**config.mk**
```make
export PLATFORM = sky130hd
export DESIGN_NAME = coin_credit
export DESIGN_NICKNAME = d
export VERILOG_FILES = /design/src/rtl/coin_credit.sv
export SDC_FILE = /design/constraint.sdc
export NUM_CORES = 1
export LEC_CHECK = 0
export CORE_MARGIN = 3
export CORE_UTILIZATION = 65
export CTS_BUF_LIST = sky130_fd_sc_hd__clkbuf_2 sky130_fd_sc_hd__clkbuf_4 sky130_fd_sc_hd__clkbuf_8
export CTS_CLUSTER_SIZE = 10
export DETAILED_ROUTE_END_ITERATION = 7
export PLACE_DENSITY = 0.9
export SLEW_MARGIN = 15
export SYNTH_ARGS = -nofsm -noshare
export SYNTH_HDL_FRONTEND = slang
export SYNTH_SLANG_ARGS = --single-unit
```
**constraint.sdc**
```tcl
create_clock -name Clk -period 8.4 [get_ports Clk]
set_input_delay 1.68 -clock Clk [delete_from_list [all_inputs] [get_ports Clk]]
set_output_delay 1.68 -clock Clk [all_outputs]
set_load 0.02 [all_outputs]
```
**src/rtl/coin_credit.sv**
```systemverilog
// coin_credit: coin acceptance, spend absorption and fewest-coin change return.
// Define COIN_CREDIT_SYNC_EN to synchronise and edge-detect the Coin/Refund inputs.
module coin_credit #(
   parameter int unsigned MAX_CREDIT = 100,
   parameter int unsigned GAP_CYCLES = 1
) (
   input  logic       Clk,
   input  logic       Reset,
   input  logic [2:0] Coin,
   input  logic       Refund,
   input  logic [6:0] C,
   output logic [6:0] Money,
   output logic       CoinReject,
   output logic       Busy,
   output logic       RetQ,
   output logic       RetD,
   output logic       RetN
);
   localparam int unsigned CW = 7;
   localparam int unsigned SW = CW + 1;
   localparam int unsigned GW = (GAP_CYCLES > 1) ? $clog2(GAP_CYCLES) : 1;

   typedef enum logic [2:0] {
      S_IDLE,
      S_CHANGE,
      S_PULSE,
      S_GAP,
      S_DONE
   } state_t;

   state_t        state_q;
   logic [CW-1:0] credit_q, cprev_q, remain_q, money_q;
   logic [GW-1:0] gap_q;
   logic          rej_q, busy_q, retq_q, retd_q, retn_q;

   logic [2:0]    coin_ev;
   logic          refund_ev;
   logic [CW-1:0] delta_c, base_c, coin_val_c;
   logic [SW-1:0] sum_c;
   logic          coin_ok_c;

`ifdef COIN_CREDIT_SYNC_EN
   logic [3:0] sync1_q, sync2_q, prev_q;

   // Two-flop synchroniser plus rising-edge detect: one event per press.
   always_ff @(posedge Clk or posedge Reset) begin
      if (Reset) begin
         sync1_q <= '0;
         sync2_q <= '0;
         prev_q  <= '0;
      end else begin
         sync1_q <= {Refund, Coin};
         sync2_q <= sync1_q;
         prev_q  <= sync2_q;
      end
   end

   assign {refund_ev, coin_ev} = sync2_q & ~prev_q;
`else
   assign coin_ev   = Coin;
   assign refund_ev = Refund;
`endif

   // Credit after absorbing this cycle's spend, and the candidate coin insert.
   always_comb begin
      delta_c    = C - cprev_q;
      base_c     = credit_q + delta_c;
      coin_val_c = '0;
      case (coin_ev)
         3'b001:  coin_val_c = CW'(5);
         3'b010:  coin_val_c = CW'(10);
         3'b100:  coin_val_c = CW'(25);
         default: coin_val_c = '0;
      endcase
      sum_c     = {1'b0, base_c} + {1'b0, coin_val_c};
      coin_ok_c = (coin_val_c != '0) && (sum_c <= SW'(MAX_CREDIT));
   end

   always_ff @(posedge Clk or posedge Reset) begin
      if (Reset) begin
         state_q  <= S_IDLE;
         credit_q <= '0;
         cprev_q  <= '0;
         remain_q <= '0;
         money_q  <= '0;
         gap_q    <= '0;
         rej_q    <= 1'b0;
         busy_q   <= 1'b0;
         retq_q   <= 1'b0;
         retd_q   <= 1'b0;
         retn_q   <= 1'b0;
      end else begin
         cprev_q <= C;
         rej_q   <= |coin_ev;
         retq_q  <= 1'b0;
         retd_q  <= 1'b0;
         retn_q  <= 1'b0;
         money_q <= '0;
         case (state_q)
            S_IDLE: begin
               if (refund_ev) begin
                  remain_q <= base_c;
                  credit_q <= '0;
                  busy_q   <= 1'b1;
                  state_q  <= S_CHANGE;
               end else begin
                  money_q  <= credit_q;
                  credit_q <= coin_ok_c ? sum_c[CW-1:0] : base_c;
                  rej_q    <= (|coin_ev) && !coin_ok_c;
               end
            end
            // Greedy pick; a remainder below a nickel is dropped.
            S_CHANGE: begin
               if (remain_q >= CW'(25)) begin
                  retq_q   <= 1'b1;
                  remain_q <= remain_q - CW'(25);
                  state_q  <= S_PULSE;
               end else if (remain_q >= CW'(10)) begin
                  retd_q   <= 1'b1;
                  remain_q <= remain_q - CW'(10);
                  state_q  <= S_PULSE;
               end else if (remain_q >= CW'(5)) begin
                  retn_q   <= 1'b1;
                  remain_q <= remain_q - CW'(5);
                  state_q  <= S_PULSE;
               end else begin
                  state_q  <= S_DONE;
               end
            end
            S_PULSE: begin
               gap_q   <= GW'(GAP_CYCLES - 1);
               state_q <= S_GAP;
            end
            S_GAP: begin
               if (gap_q == '0) begin
                  state_q <= S_CHANGE;
               end else begin
                  gap_q <= gap_q - GW'(1);
               end
            end
            S_DONE: begin
               busy_q  <= 1'b0;
               state_q <= S_IDLE;
            end
            default: state_q <= S_IDLE;
         endcase
      end
   end

   assign Money      = money_q;
   assign CoinReject = rej_q;
   assign Busy       = busy_q;
   assign RetQ       = retq_q;
   assign RetD       = retd_q;
   assign RetN       = retn_q;

endmodule

```
* After elaboration in Yosys (flattened, before gate mapping)
Index checks and enable logic that the tools add are counted.
** Storage, ports and cells
- Register bits after elaboration :: 37
- Input bits :: 13
- Word-level logic and storage cells :: 75
** Operators by class
- Add/sub/neg operators :: 7
- Order comparisons :: 4
- Equality and inequality tests :: 10
- Multiplexer cells :: 31
- Reductions and logical operators :: 12
** Operators by type and width (number)
- 7-bit 2-to-1 mux :: 8
- 3-bit 2-to-1 mux :: 5
- 5-bit case mux with 3 select lines :: 1
- 7-bit case mux with 2 select lines :: 1
- 1-bit 2-to-1 mux :: 13
- 3-bit case mux with 4 select lines :: 1
- 3-bit by 2-bit equality test with 1-bit output (second input constant) :: 3
- 7-bit by 7-bit adder with 8-bit output :: 1
- 8-bit by 7-bit <= comparator with 1-bit output (second input constant) :: 1
- 7-bit adder :: 1
- 7-bit by 3-bit greater-or-equal comparator with 1-bit output (second input constant) :: 1
- 7-bit by 4-bit greater-or-equal comparator with 1-bit output (second input constant) :: 1
- 7-bit by 5-bit greater-or-equal comparator with 1-bit output (second input constant) :: 1
- 7-bit nonzero test :: 1
- 7-bit by 3-bit subtractor with 7-bit output (second input constant) :: 1
- 7-bit by 4-bit subtractor with 7-bit output (second input constant) :: 1
- 7-bit by 5-bit subtractor with 7-bit output (second input constant) :: 1
- 7-bit subtractor :: 1
- 3-bit by 1-bit equality test with 1-bit output (second input constant) :: 2
- 3-bit equality test (second input constant) :: 2
- 2-bit nonzero test :: 3
- 2-bit != test (second input constant) :: 2
- 4-bit != test (second input constant) :: 1
- 1-bit case mux with 2 select lines :: 2
- 7 further kinds :: 9

* Logic depth before layout (Yosys ltp)
- Depth after elaboration :: 9
- Mapped depth :: 17

* Least setup slack after synthesis
OpenSTA, ideal clock, no wires.
- Path kind :: input-to-reg
- Start :: input port C[1]
- End :: register credit_q[0]
- Setup time :: 0.126 ns
- Arrival time :: 4.879 ns
- Data required time :: 8.274 ns
- Slack :: 3.395 ns
- Cell stages on the path :: 12
- Buffers on the path :: 0
- Path through :: inv_1 > fa_1 > fa_1 > inv_1 > fa_1 > a21o_1 > xnor2_1 > a311o_1 > a211oi_4 > o31a_4 > nor2_4 > a311o_1
** On the way
- Word-level cells in the longest chain between the ends :: 7
** RTL lines
- start, declared :: RTL line 11 : input logic [6:0] C,
- 7-bit subtractor :: RTL line 66 : delta_c = C - cprev_q;
- 7-bit adder :: RTL line 67 : base_c = credit_q + delta_c;
- 7-bit by 7-bit adder with 8-bit output :: RTL line 75 : sum_c = {1'b0, base_c} + {1'b0, coin_val_c};
- 8-bit by 7-bit <= comparator with 1-bit output :: RTL line 76 : coin_ok_c = (coin_val_c != '0) && (sum_c <= SW'(MAX_CREDIT));
- 1-bit logical AND :: RTL line 76
- 7-bit 2-to-1 mux :: RTL line 108 : credit_q <= coin_ok_c ? sum_c[CW-1:0] : base_c;
- 7-bit 2-to-1 mux :: RTL line 101 : if (refund_ev) begin
- end signal, assigned :: RTL line 108
- end, declared :: RTL line 32 : logic [CW-1:0] credit_q, cprev_q, remain_q, money_q;
Every way passes these cells.
A chain may end at the register's enable or synchronous reset.

* Worst setup path in the final report
Same ends and word-level chain as after synthesis.

==> qor.yml <==
status: "finished, final reports clean"
drt_wl_total_um: 6610
cts_made_buffers: 5
worstPathMaxFanout: 5
fin_nets: 360
start_util_pct: 70.9
place_congestion: 0.925
drt.antenna.violating_nets: 0
arrival_ns: 6.01
first_pass_iters: 5
areaGrowthSynthToFinish_pct: 14.5
min_to: "credit_q[1]"
slew_violations: 0
pin_count: 25
path_clk_slew_ns: 0.08
slowest_delay_ns: 0.54
cts_repair_resize_count: 0
cts_hold_buf: 0
setup_ws_ns: 2.56
diodes: 0
drc_errors: 0
total_power_mw: 1.49
required_ns: 8.58
synth_fp_nets: 334
core_area_um2: 3850
grt_max_degree: 37
antenna_found_initial: 0
chipWidth_um: 70.8
reg2regPathDepth: 17
worstPathCellList: "clkdlybuf4s50_1, inv_1, fa_1, fa_1, nor2b_1, o22ai_2, xnor2_1, ha_1, nand3_1, nor4_1, a311o_1, a21oi_2, o31ai_4, a21oi_1, a311o_1"
drtIter0Drc: 253
worst_pin_slew_ns: 1.01
cts_sinks: 36
die_y_um: 70.8
p_per_area_nw_per_um2: 475
syn_area_um2: 2730
insertion_delay_ns: 0.29
tritoncts: "yes"
grt_use_total_pct: 27.8
p_leak_nw: 1.41
die_area_um2: 5020
syn-mean-instance-area_um2: 9.23
setup_violations: 0
overflow: 0
r2r_start: "credit_q[0]"
synthDistinctLibCells: 62
drt-vias-per-instance: 6.63
pre_cts_ws_ns: 2.45
fin_worst_skew_ns: 0.00599
r2r_slack_ns: 4.11
placed_area_um2: 3020
rr_endpoint: "credit_q[0]"
ys_ff_latch: 36
dp_hpwl_um: 4730
period_needed_ns: 5.84
syn-instance-count: 296
grt_pass1_vias: 2318
stdcell_area_um2: 3130
root_buffer: "clkbuf_8"
slowest_stage: "fa_1"
maxSlewHeadroom_pct: 32.8
final_cell_mix: "dfrtp_1, inv_1, nor2_1"
portBuffers: 24
post_cts_buffers: 0
hold_viol_final: 0
layout_worst_path_cycle_share_pct: 69.5
fmax_mhz: 171
hold_depth: 2
fp-row-count: 22
yosys_warnings: 0
drive_above_1_share_pct: 9.91
synth-seq-area-share_pct: 33.0
synth_edf_count: 0
rsz0062_at_grt: "false"
crit_type: "in -> reg"
irDropWorstVdd_v: 0.000257
ys.flop_type: "dfrtp_1"
dr_total_vias: 2458
grt_pass1_wl_um: 11200
cp-start-kind: "input pin"
maxCapViolCount: 0
wire_per_inst_um: 17.8
fillers: 229
htreeDepth: 2
ctsLongestPathBuffers: 2
min_path_type: "reg -> reg"
setup_tns_ns: 0
cp-end-kind: "flip-flop"
async_reset_ff_share_pct: 100
hold_start: "credit_q[1]"
-- where the power goes --
part / internal [mW] / total, mW / switching (mW)
clock: 0.0914 / 0.158 / 0.0663
sequential: 0.225 / 0.282 / 0.0567
combinational: 0.415 / 1.05 / 0.633
-- per-layer routing --
layer | track usage (%) | share of wire, %
met2 | 44.5 | 47
met5 | 0 | 0
met3 | 5.54 | 9.0
met1 | 37.7 | 41
met4 | 9.60 | 2.5
-- through the flow --
step	utilization (%)	std cells	hold slack, ns
floorplan	-	296	0.469
global placement	78.3	363	0.489
detailed placement	78.3	363	0.493
CTS	81.2	371	0.518
global route	81.2	371	0.557
finish	81.2	371	0.525
-- registers in the layout, indices dropped and copies added, names as in the netlist --
register    count
Money           7
cprev_q         7
credit_q        7
remain_q        7
state_q         3
Busy            1
CoinReject      1
RetD            1
RetN            1
RetQ            1
-- worst max-delay path by stage --
| stage | slack, ns | startpoint | end |
|---|---|---|---|
| after floorplan | 3.39 | C[1] | credit_q[0] |
| after global placement | 2.60 | C[1] | credit_q[0] |
| after detailed placement | 2.45 | C[1] | credit_q[0] |
| after CTS | 2.68 | C[1] | credit_q[0] |
| after global routing | 2.41 | C[1] | credit_q[0] |
| final | 2.56 | C[1] | credit_q[0] |
-- synthesized netlist by cell type (3+ instances only) --
| master | number | area, um2 |
|---|---|---|
| xnor2_1 | 10 | 87.6 |
| fa_1 | 7 | 140 |
| a21oi_1 | 22 | 110 |
| nor2_1 | 32 | 120 |
| a21boi_0 | 3 | 22.5 |
| ha_1 | 18 | 225 |
| o31ai_1 | 4 | 30.0 |
| o21ai_0 | 8 | 40.0 |
| a211oi_1 | 4 | 30.0 |
| and3_1 | 4 | 25.0 |
| clkbuf_1 | 6 | 22.5 |
| nor4_1 | 3 | 18.8 |
| inv_1 | 36 | 135 |
| nand2_1 | 12 | 45.0 |
| nor3_1 | 12 | 60.1 |
| a21o_1 | 5 | 37.5 |
| or3_1 | 4 | 25.0 |
| a21oi_2 | 4 | 35.0 |
| nand3_1 | 6 | 30.0 |
| dfrtp_1 | 36 | 901 |
| and2_1 | 4 | 25.0 |
| o221ai_1 | 3 | 26.3 |
| o211ai_1 | 3 | 22.5 |
| nor2b_1 | 3 | 18.8 |
-- worst max-delay path: cells and delay by family --
family	cells	cell delay, ns
fa+ha+maj	3	1.32
buf+inv	2	0.60
simple gates	3	0.61
compound gates	6	1.43
xor+xnor	1	0.37
-- cells by family (layout without fill, tap and decap cells) --
kind of cell | after synthesis | in the layout | share of synthesized area (%)
buf+inv | 42 | 69 | 5.77
fa+ha+maj | 25 | 25 | 13.4
flops | 36 | 36 | 33.0
compound gates | 85 | 85 | 24.8
simple gates | 94 | 94 | 17.3
xor+xnor | 14 | 14 | 5.82
-- area by class of cell --
cell class              count  area, um2  area share, %
well taps                  48       60.1           1.92
clock buffers               6       76.3           2.44
flip-flops and latches     36        901           28.8
multi-input cells         218       1670           53.5
inverters                  36        135           4.32
repair buffers             25        248           7.92
clock inverters             2       35.0           1.12
No activity file was read; power rests on OpenSTA's default activity.
